===== src/rtl/peri_reg_fabric.sv =====
// Register-bus splitter: decodes one master reg bus into NUM_SLV slave slots.
// Ports: mclk/reset_n, master reg_* bus, slave s_* bus, sticky error log.
module peri_reg_fabric #(
    parameter int NUM_SLV = 4,
    parameter int AW      = 11,
    parameter int SEL_MSB = 10,
    parameter int SEL_LSB = 7,
    parameter int TMO_W   = 8,
    parameter int TMO_CYC = 255
) (
    input  logic                  mclk,
    input  logic                  reset_n,
    input  logic                  reg_cs,
    input  logic                  reg_wr,
    input  logic [AW-1:0]         reg_addr,
    input  logic [31:0]           reg_wdata,
    input  logic [3:0]            reg_be,
    output logic [31:0]           reg_rdata,
    output logic                  reg_ack,
    output logic                  reg_err,
    output logic [NUM_SLV-1:0]    s_cs,
    output logic                  s_wr,
    output logic [AW-1:0]         s_addr,
    output logic [31:0]           s_wdata,
    output logic [3:0]            s_be,
    input  logic [32*NUM_SLV-1:0] s_rdata,
    input  logic [NUM_SLV-1:0]    s_ack,
    input  logic                  err_clr,
    output logic                  err_sticky,
    output logic [AW-1:0]         err_addr,
    output logic                  err_tmo
);

    localparam int SW = SEL_MSB - SEL_LSB + 1;
    // One extra bit so NUM_SLV == 2^SW is representable.
    localparam logic [SW:0] NSLV = (SW+1)'(NUM_SLV);
    localparam logic [TMO_W-1:0] TMO_LAST = TMO_W'(TMO_CYC - 1);

    typedef enum logic [1:0] {
        IDLE,
        BUSY,
        RESP
    } state_t;

    state_t               state;
    logic [SW-1:0]        sel;
    logic [SW-1:0]        sel_q;
    logic                 mapped;
    logic [NUM_SLV-1:0]   cs_dec;
    logic                 ack_hit;
    logic [31:0]          rdata_hit;
    logic                 wr_q;
    logic [AW-1:0]        addr_q;
    logic [TMO_W-1:0]     cnt;
    logic                 err_ev;
    logic                 err_ev_tmo;
    logic [AW-1:0]        err_ev_addr;

    assign s_wr    = reg_wr;
    assign s_addr  = reg_addr;
    assign s_wdata = reg_wdata;
    assign s_be    = reg_be;

    assign sel    = reg_addr[SEL_MSB:SEL_LSB];
    assign mapped = {1'b0, sel} < NSLV;

    // Loop-based select keeps index widths exact for any NUM_SLV.
    always_comb begin
        cs_dec    = '0;
        ack_hit   = 1'b0;
        rdata_hit = '0;
        for (int k = 0; k < NUM_SLV; k++) begin
            cs_dec[k] = (sel == SW'(k));
            if (sel_q == SW'(k)) begin
                ack_hit   = s_ack[k];
                rdata_hit = s_rdata[32*k +: 32];
            end
        end
    end

    // Error response being issued at this edge (unmapped or timeout).
    always_comb begin
        err_ev      = 1'b0;
        err_ev_tmo  = 1'b0;
        err_ev_addr = reg_addr;
        if (state == IDLE && reg_cs && !mapped) begin
            err_ev = 1'b1;
        end else if (state == BUSY && !ack_hit && cnt == TMO_LAST) begin
            err_ev      = 1'b1;
            err_ev_tmo  = 1'b1;
            err_ev_addr = addr_q;
        end
    end

    always_ff @(posedge mclk or negedge reset_n) begin
        if (!reset_n) begin
            state     <= IDLE;
            s_cs      <= '0;
            reg_ack   <= 1'b0;
            reg_err   <= 1'b0;
            reg_rdata <= '0;
            sel_q     <= '0;
            wr_q      <= 1'b0;
            addr_q    <= '0;
            cnt       <= '0;
        end else begin
            unique case (state)
                IDLE: begin
                    reg_ack   <= 1'b0;
                    reg_err   <= 1'b0;
                    reg_rdata <= '0;
                    if (reg_cs) begin
                        if (mapped) begin
                            state  <= BUSY;
                            sel_q  <= sel;
                            wr_q   <= reg_wr;
                            addr_q <= reg_addr;
                            cnt    <= '0;
                            s_cs   <= cs_dec;
                        end else begin
                            state   <= RESP;
                            reg_ack <= 1'b1;
                            reg_err <= 1'b1;
                        end
                    end
                end
                BUSY: begin
                    cnt <= cnt + 1'b1;
                    // Ack takes priority over a coincident timeout.
                    if (ack_hit) begin
                        state     <= RESP;
                        s_cs      <= '0;
                        reg_ack   <= 1'b1;
                        reg_err   <= 1'b0;
                        reg_rdata <= wr_q ? 32'h0 : rdata_hit;
                    end else if (cnt == TMO_LAST) begin
                        state     <= RESP;
                        s_cs      <= '0;
                        reg_ack   <= 1'b1;
                        reg_err   <= 1'b1;
                        reg_rdata <= '0;
                    end
                end
                RESP: begin
                    state     <= IDLE;
                    reg_ack   <= 1'b0;
                    reg_err   <= 1'b0;
                    reg_rdata <= '0;
                end
                default: begin
                    state <= IDLE;
                    s_cs  <= '0;
                end
            endcase
        end
    end

    // First-error log; a new error beats a coincident clear.
    always_ff @(posedge mclk or negedge reset_n) begin
        if (!reset_n) begin
            err_sticky <= 1'b0;
            err_addr   <= '0;
            err_tmo    <= 1'b0;
        end else if (err_ev && (!err_sticky || err_clr)) begin
            err_sticky <= 1'b1;
            err_addr   <= err_ev_addr;
            err_tmo    <= err_ev_tmo;
        end else if (err_clr && !err_ev) begin
            err_sticky <= 1'b0;
        end
    end

endmodule


===== config.mk =====
export PLATFORM = sky130hd
export DESIGN_NAME = peri_reg_fabric
export DESIGN_NICKNAME = d
export VERILOG_FILES = /design/src/rtl/peri_reg_fabric.sv
export SDC_FILE = /design/constraint.sdc
export NUM_CORES = 1
export LEC_CHECK = 0
export CAP_MARGIN = 10
export CORE_UTILIZATION = 34
export DETAILED_ROUTE_END_ITERATION = 10
export PLACE_DENSITY = 0.81
export SYNTH_ARGS = -nofsm -noshare
export SYNTH_HDL_FRONTEND = slang
export SYNTH_SLANG_ARGS = --single-unit

===== constraint.sdc =====
create_clock -name mclk -period 1.75 [get_ports mclk]
set_clock_uncertainty 0.05 [all_clocks]
set_input_delay 0.35 -clock mclk [delete_from_list [all_inputs] [get_ports mclk]]
set_output_delay 0.35 -clock mclk [all_outputs]
set_load 0.02 [all_outputs]

Yosys cells after proc, flatten, opt, wreduce, memory -nomap -nowiden:

Index checks and enable logic that the tools add are counted.

* register bits after elaboration: 77
* input bits: 184
* output and inout bits: 99
* word-level logic and storage cells: 91

* $add $sub $neg: 1
* order comparisons: 1
* eq/ne operators: 12
* multiplexer cells: 39
* bitwise operators: 1
* reduce and logical (&&, ||, !) cells: 25

Operators with widths (number)
* $mux 32: 7
* $pmux 32 s2: 1
* $mux 11: 2
* $eq 4x2->1 const B: 4
* $mux 4: 4
* $mux 8: 2
* $pmux 8 s2: 1
* $mux 1: 14
* $pmux 4 s3: 1
* $add 8x1->8 const B: 1
* $eq 4x1->1 const B: 2
* $eq 8x8->1 const B: 1
* $logic_not 4->1: 2
* $mux 2: 4
* $logic_and 1x1->1: 6
* $pmux 1 s3: 2
* $reduce_and 2->1: 3
* $reduce_and 3->1: 2
* $reduce_bool 2->1: 3
* $logic_not 1->1: 4
* $lt 4x3->1 const B: 1
* $ne 2x2->1 const B: 2
* $pmux 2 s2: 1
* $reduce_and 4->1: 1
* 8 further kinds: 8

Longest topological paths before layout:

Gate-level depths: netlist (run 1).

* word-level depth: 14
* depth in mapped cells: 9
* mapped depth without buffers: 6

Least setup slack after synthesis (run 1):

Ideal clock, no wire load.

* path kind: register -> register
* start: register cnt[0]
* end: register s_cs[1]
* setup time: 0.121 ns
* arrival: 1.671 ns
* data required time: 1.579 ns
* setup slack: -0.092 ns
* cell stages (with the launch flop): 8
* path buffers: 1
* clock period less this slack: 1.842 ns
* path through: dfrtp_1 -> inv_1 -> ha_1 -> nand3_1 -> or2_2 -> clkbuf_2 -> a311o_1 -> a22o_1

* longest elaborated chain between the ends: 3

Ends and longest elaborated chain
* start, declared: line 54 `logic [TMO_W-1:0] cnt;`
* start signal, assigned: line 128 `cnt <= cnt + 1'b1;`
* $eq 8x8->1: line 136 `end else if (cnt == TMO_LAST) begin`
* $ne 3x2->1 (no line)
* $reduce_and 4->1 (no line)
* end signal, assigned: line 119 `s_cs <= cs_dec;`
* end, declared: line 21 `output logic [NUM_SLV-1:0] s_cs,`

No other way between the ends.
A chain may end at the register's enable or synchronous reset.

Final worst setup path (run 1):

* start: register sel_q[1]
* end: register reg_rdata[8]

* longest elaborated chain between the ends: 8
* elaborated cells between the ends (all ways): 17
* those cells by class: eq/ne: 4; mux: 11; reduce/logical: 2

Ends and longest elaborated chain
* start, declared: line 47 `logic [SW-1:0] sel_q;`
* start signal, assigned: line 115 `sel_q <= sel;`
* $logic_not 4->1: line 74 `if (sel_q == SW'(k)) begin`
* $mux 32 (4 in series): line 74
* $mux 32: line 135 `reg_rdata <= wr_q ? 32'h0 : rdata_hit;`
* $mux 32: line 130 `if (ack_hit) begin`
* $pmux 32 s2: line 107 `unique case (state)`
* end signal, assigned: line 135
* end, declared: line 18 `output logic [31:0] reg_rdata,`

Parallel ways exist; a longest one is shown, timed or not.

==> results of run 1 <==
==> cells in the mapped netlist, drive strengths merged, types with 8 or more instances <==
cell / n / area share (%)
dfrtp: 73 / 40
nand3: 8 / 0.87
o2bb2ai: 32 / 6.1
a211o: 31 / 5.9
nor4: 12 / 1.6
nor2: 19 / 1.6
nor2b: 32 / 4.4
a211oi: 13 / 2.1
nand2: 37 / 3.0
buf: 56 / 9.2
o221ai: 31 / 5.9
or3: 14 / 1.9
clkbuf: 33 / 2.7
nand3b: 13 / 2.1
o21ai: 18 / 2.0
==> state kept, by name, indices dropped and copies added (netlist names), 2 cells and up <==
signal	flops
s_cs	4
cnt	8
reg_rdata	32
err_addr	11
sel_q	4
state	2
addr_q	7
==> cell families (layout without fill, tap and decap cells) <==
kind of cell | after synthesis | count (layout) | synth area share (%)
AO/OA/AOI/OAI | 149 | 149 | 26.4
XOR/XNOR | 2 | 2 | 0.382
adder cells (fa/ha/maj) | 6 | 6 | 1.64
buffers and inverters | 96 | 306 | 12.6
flip-flops | 73 | 73 | 39.8
multiplexers | 3 | 3 | 0.655
other | 0 | 2 | 0
AND/OR/NAND/NOR | 156 | 156 | 18.5
==> metal layers <==
metal | up-vias | part of all wire [%] | global-route usage, %
met5 | - | 0 | 0
met3 | 44 | 6.9 | 6.32
met1 | 2456 | 40 | 31.5
met4 | 0 | 3.0 | 9.78
li1 | 2196 | - | -
met2 | 291 | 50 | 44.7
==> critical path: cells and delay by family (launching register included) <==
kind,cells,cell delay [ns]
flip-flops,1,0.40
buffers and inverters,1,0.18
AO/OA/AOI/OAI,3,0.68
AND/OR/NAND/NOR,1,0.41
==> power breakdown <==
part           switching [mW]  total [mW]  internal (mW)
Combinational            3.37        6.37           3.00
Clock                   0.709        2.13           1.42
Sequential              0.469        2.71           2.24
==> repair_timing <==
item	CTS	global route
pin swaps	3	14
endpoints found under the setup margin	79	62
gates cloned	0	7
setup buffers	2	3
endpoints found under the hold margin	26	0
hold buffers	1	0
resized for setup	44	81
==> how the worst min path moves through the flow <==
stage	from	to	slack, ns
floorplan	reset_n	addr_q[0]	0.004
global placement	reset_n	addr_q[4]	0.26
detailed placement	reset_n	addr_q[3]	0.27
CTS	addr_q[4]	addr_q[4]	0.43
global route	addr_q[0]	addr_q[0]	0.45
finish	addr_q[0]	addr_q[0]	0.43
==> final cells by class <==
class | instances | share of cell area [%]
antenna | 2 | 0.0622
clock inverter | 3 | 1.12
timing repair buffer | 285 | 36.0
sequential | 73 | 22.7
tap | 176 | 2.73
inverter | 7 | 0.326
clock buffer | 11 | 3.01
multi-input combinational | 316 | 34.0
==> per-stage QoR <==
step           TNS (ns)  util, %  setup WS [ns]  hold WS [ns]  std cells
6_report          -3.42     61.1         -0.106         0.431        873
3_5_place_dp     -21.51     53.1         -0.578         0.266        844
3_3_place_gp     -20.16     53.1         -0.508         0.265        844
5_1_grt           -6.34     61.0         -0.195         0.447        872
4_1_cts           -2.13     56.3        -0.0800         0.434        861
2_1_floorplan     -1.05        -        -0.0351       0.00441        485
==> impl_metrics.json, run 1 <==
{
  "critPathKind": "flip-flop to flip-flop",
  "grt.overflow.total": 0,
  "fillerInstances": 1065,
  "ys_ff_latch": 73,
  "postSynthAreaPerCell_um2": 9.45,
  "fin_nets": 882,
  "crit_required_ns": 1.90,
  "fp-row-count": 42,
  "yosys_warnings": 0,
  "syn2layout_area_growth_pct": 75.6,
  "clk_path_buf_depth": 2,
  "mostFrequentLayoutCells": "163 x clkdlybuf4s50_1, 71 x dfrtp_1, 53 x buf_4",
  "worst_slew_pin_slew_ns": 0.667,
  "stdcell_area_mm2": 0.00805,
  "num_vias": 4987,
  "ff_latch_area_mm2": 0.00183,
  "vias_per_cell": 5.71,
  "globalplace.congestion": 0.914,
  "fmax_ghz": 0.539,
  "setup_viol": 49,
  "slowest_stage": "or3_4",
  "period_needed_ns": 1.86,
  "clk_latency_ns": 0.33,
  "grt_setup_unrepaired": "yes",
  "synth_cell_types": 47,
  "detail-route-antenna-nets": 0,
  "ir_drop_v": 0.000700,
  "startpoint_type": "flip-flop",
  "relSlewSlack_pct": 55.3,
  "route.detailed.drc": 0,
  "tritoncts": "done",
  "synth_area_mm2": 0.00459,
  "rr_startpoint": "sel_q[1]",
  "worstPathArrival_ns": 2.01,
  "r2r_slack_ns": -0.11,
  "die_x_um": 118,
  "drv_cap": 0,
  "synth-async-reset-ratio_pct": 100,
  "multi_input_area_mm2": 0.00274,
  "fp.dieH_um": 118,
  "grt_start_max_net_pins": 31,
  "io_pins": 283,
  "powerDensity_mw_per_mm2": 1390,
  "crit_path_start": "sel_q[1]",
  "drv_slew": 0,
  "outcome": "finished, violations left",
  "antenna_found_initial": 1,
  "worstHoldPathCells": 2,
  "crit_chain": "or3_4 > o22a_4 > a31o_4 > buf_6 > o2bb2ai_4",
  "grt_pass1_vias": 4960,
  "worst_path_largest_cell_delay_ns": 0.41,
  "violations": "setup timing",
  "final_common_cell": "clkdlybuf4s50_1",
  "grt_use_total_pct": 26.0,
  "worstSetupEndpointType": "flip-flop",
  "clock-sinks": 73,
  "timing.final.crit_share_pct": 106,
  "dpl_cell_area_mm2": 0.00701,
  "io_buffers": 210,
  "grt_pass1_wl_um": 27900,
  "worst_slack_ns": -0.106,
  "cts_made_buffers": 9,
  "hold_viol_final": 0,
  "synth_cells": 485,
  "die_area_mm2": 0.0140,
  "htreeDepth": 3,
  "timing.rr.end": "reg_rdata[8]",
  "min_path_type": "flip-flop to flip-flop",
  "r2r_cells": 5,
  "yosys_most_used_dff": "dfrtp_1",
  "clk_pin_slew_ns": 0.06,
  "dpl.hpwl_um": 13800,
  "crit_fanout": 6,
  "drtIter0Drc": 373,
  "syn-num-nets": 675,
  "power_mw": 11.2,
  "post_drt_wl_per_cell_um": 23.0,
  "clockRootBuffer": "clkbuf_16",
  "start_util_pct": 34.8,
  "cp-endpoint": "reg_rdata[8]",
  "routed_wl_um": 20100,
  "first_pass_iters": 5,
  "synth_edf_count": 0,
  "drive_gt1_share_pct": 23.0,
  "p_leak_nw": 3.58,
  "fp.coreArea_mm2": 0.0132,
  "synth_seq_area_share_pct": 39.8
}
Note: power is estimated with default switching activity, not from simulation.
==> run 2: changes to the inputs <==
TNS_END_PERCENT = 30   (was unset)
==> run 2 against run 1 <==
Net effect: the run still ends with setup timing left; utilization shrank 4.6 points; first-iteration DRC count fell by 24%; clock-buffer cell count increased by 3; combinational power is 16% lower; largest power group unchanged.
==> impl_metrics.json, run 2 (synthesis gave the netlist of run 1 again) <==
{
  "drive_gt1_share_pct": 17.7,
  "fin_cells": 865,
  "reg_top3": "reg_rdata x32, err_addr x11, cnt x8",
  "crit_path_start": "sel_q[3]",
  "start_util_pct": 34.8,
  "post_drt_wl_per_cell_um": 20.8,
  "hold_path_startpoint": "addr_q[5]",
  "power_frac_comb_pct": 54.2,
  "grt_pass1_vias": 4871,
  "worst_slack_ns": -0.0841,
  "clock-sinks": 73,
  "startpoint_type": "flip-flop",
  "drv_cap": 0,
  "routed_wl_um": 18000,
  "p_seq_share_pct": 26.7,
  "setup_viol": 43,
  "first_pass_iters": 4,
  "grt.overflow.total": 0,
  "clk_latency_ns": 0.34,
  "gr-usage-met2_pct": 45.2,
  "grt_pass1_wl_um": 27900,
  "io_pins": 283,
  "cp_num_buf_inv": 0,
  "die_x_um": 118,
  "grt_use_total_pct": 25.9,
  "worstPathArrival_ns": 2.01,
  "io_buffers": 210,
  "diodes": 0,
  "dpl.hpwl_um": 13600,
  "place_inst": 843,
  "holdWs_ns": 0.418,
  "met3_usage_pct": 5.98,
  "antenna_found_initial": 0,
  "violations": "setup timing",
  "fp.dieH_um": 118,
  "detail-route-antenna-nets": 0,
  "drtIter0Drc": 282,
  "grt_start_max_net_pins": 46,
  "intPower_mw": 5.95,
  "crit_required_ns": 1.93,
  "powerDensity_mw_per_mm2": 1330,
  "p_leak_nw": 3.08,
  "grt_busiest_layer": "met2",
  "regMostFlops": "reg_rdata",
  "clockRootBuffer": "clkbuf_16",
  "outcome": "finished, violations left",
  "sw_frac_of_total_pct": 40.0,
  "final_common_cell": "clkdlybuf4s50_1",
  "rr_startpoint": "sel_q[3]",
  "timing.final.crit_share_pct": 105,
  "fp.coreArea_mm2": 0.0132,
  "fp-row-count": 42,
  "min_path_type": "flip-flop to flip-flop",
  "crit_fanout": 4,
  "worst_slew_pin_slew_ns": 0.509,
  "htreeDepth": 3,
  "pwr-share-clk_pct": 19.1,
  "critPathTopFamily": "compound AO/OA/AOI/OAI gates",
  "mostFrequentLayoutCells": "183 x clkdlybuf4s50_1, 71 x dfrtp_1, 58 x buf_4",
  "worst_path_largest_cell_delay_ns": 0.40,
  "die_area_mm2": 0.0140,
  "drv_slew": 0,
  "cts_made_buffers": 9,
  "globalplace.congestion": 0.863,
  "netSwitchingPower_mw": 3.97,
  "grt_setup_unrepaired": "yes",
  "fmax_ghz": 0.545,
  "ir_drop_v": 0.000726,
  "use_met1_pct": 31.5,
  "num_vias": 4790,
  "period_needed_ns": 1.83,
  "crit_chain": "or3_4 > o22a_4 > a311o_1 > a22o_1",
  "clk_pin_slew_ns": 0.06,
  "slowest_stage": "or3_4",
  "largest_register_ffs": 32,
  "clk_path_buf_depth": 2,
  "critPathKind": "flip-flop to flip-flop",
  "vias_per_cell": 5.54,
  "relSlewSlack_pct": 66.0,
  "syn2layout_area_growth_pct": 62.5,
  "hold_viol_final": 0,
  "tritoncts": "done",
  "place_ws_ns": -0.735,
  "worstSetupEndpointType": "flip-flop",
  "route.detailed.drc": 0,
  "fin_nets": 874
}
[run 2: cell types whose count changed in the layout (fill, tap and decap cells not counted), sizes merged, moves of 2 or more]
cell	previous run	this run
diode	2	0
bufinv	3	1
dlymetal6s2s	20	0
clkdlybuf4s50	163	183
buf	71	67
[run 2: per-stage QoR]
step | util, % | area, µm² | setup TNS, ns | power (mW)
floorplan | - | 4630 | -0.935 | 5.57
global placement | 52.6 | 6940 | -17.63 | 7.63
detailed placement | 52.6 | 6940 | -22.14 | 7.77
CTS | 55.4 | 7300 | -1.24 | 9.74
global route | 56.5 | 7450 | -5.09 | 10.5
finish | 56.5 | 7450 | -2.23 | 9.92
[run 2: area by class of cell]
class,count,area [µm²]
Sequential cell,73,1830
Fill cell,1105,5740
Tap cell,176,220
Multi-Input combinational cell,316,2410
Timing Repair Buffer,277,2660
Clock buffer,14,264
Inverter,7,26.3
Clock inverter,2,37.5
[run 2: tightest hold or removal path, stage by stage (launching register included)]
cell and delay (ns):
dfrtp_1 0.33, nand2_1 0.05, nand2_1 0.06
[run 2: final timing paths]
kind,end,slack (ns),cells after the start
min,addr_q[5],0.42,2
min in group asynchronous,reg_rdata[27],0.43,2
max in group asynchronous,s_cs[1],0.60,3
min reg2reg,addr_q[5],0.42,2
max reg2reg,s_cs[1],-0.08,4
max,s_cs[1],-0.08,4
[run 2: what timing repair did]
item | CTS | global route
resized for setup | 45 | 24
hold endpoints to repair | 23 | 0
hold buffers | 1 | 0
pin swaps | 4 | 6
cloned | 1 | 0
setup buffers | 1 | 3
endpoints found under the setup margin | 83 | 74
[run 2: per-layer routing]
metal / part of all wire [%] / vias up
met1: 40 / 2373
met4: 2.3 / 0
met5: 0 / -
li1: - / 2170
met3: 6.5 / 30
met2: 51 / 217
[run 2: power by group through the flow]
stage / Clock (mW) / Sequential (mW) / Combinational (mW)
after floorplan: 0 / 3.01 / 2.56
after global placement: 0 / 2.62 / 5.01
after detailed placement: 0 / 2.64 / 5.14
after CTS: 1.92 / 2.63 / 5.20
after global routing: 2.00 / 2.72 / 5.79
final: 1.89 / 2.65 / 5.38
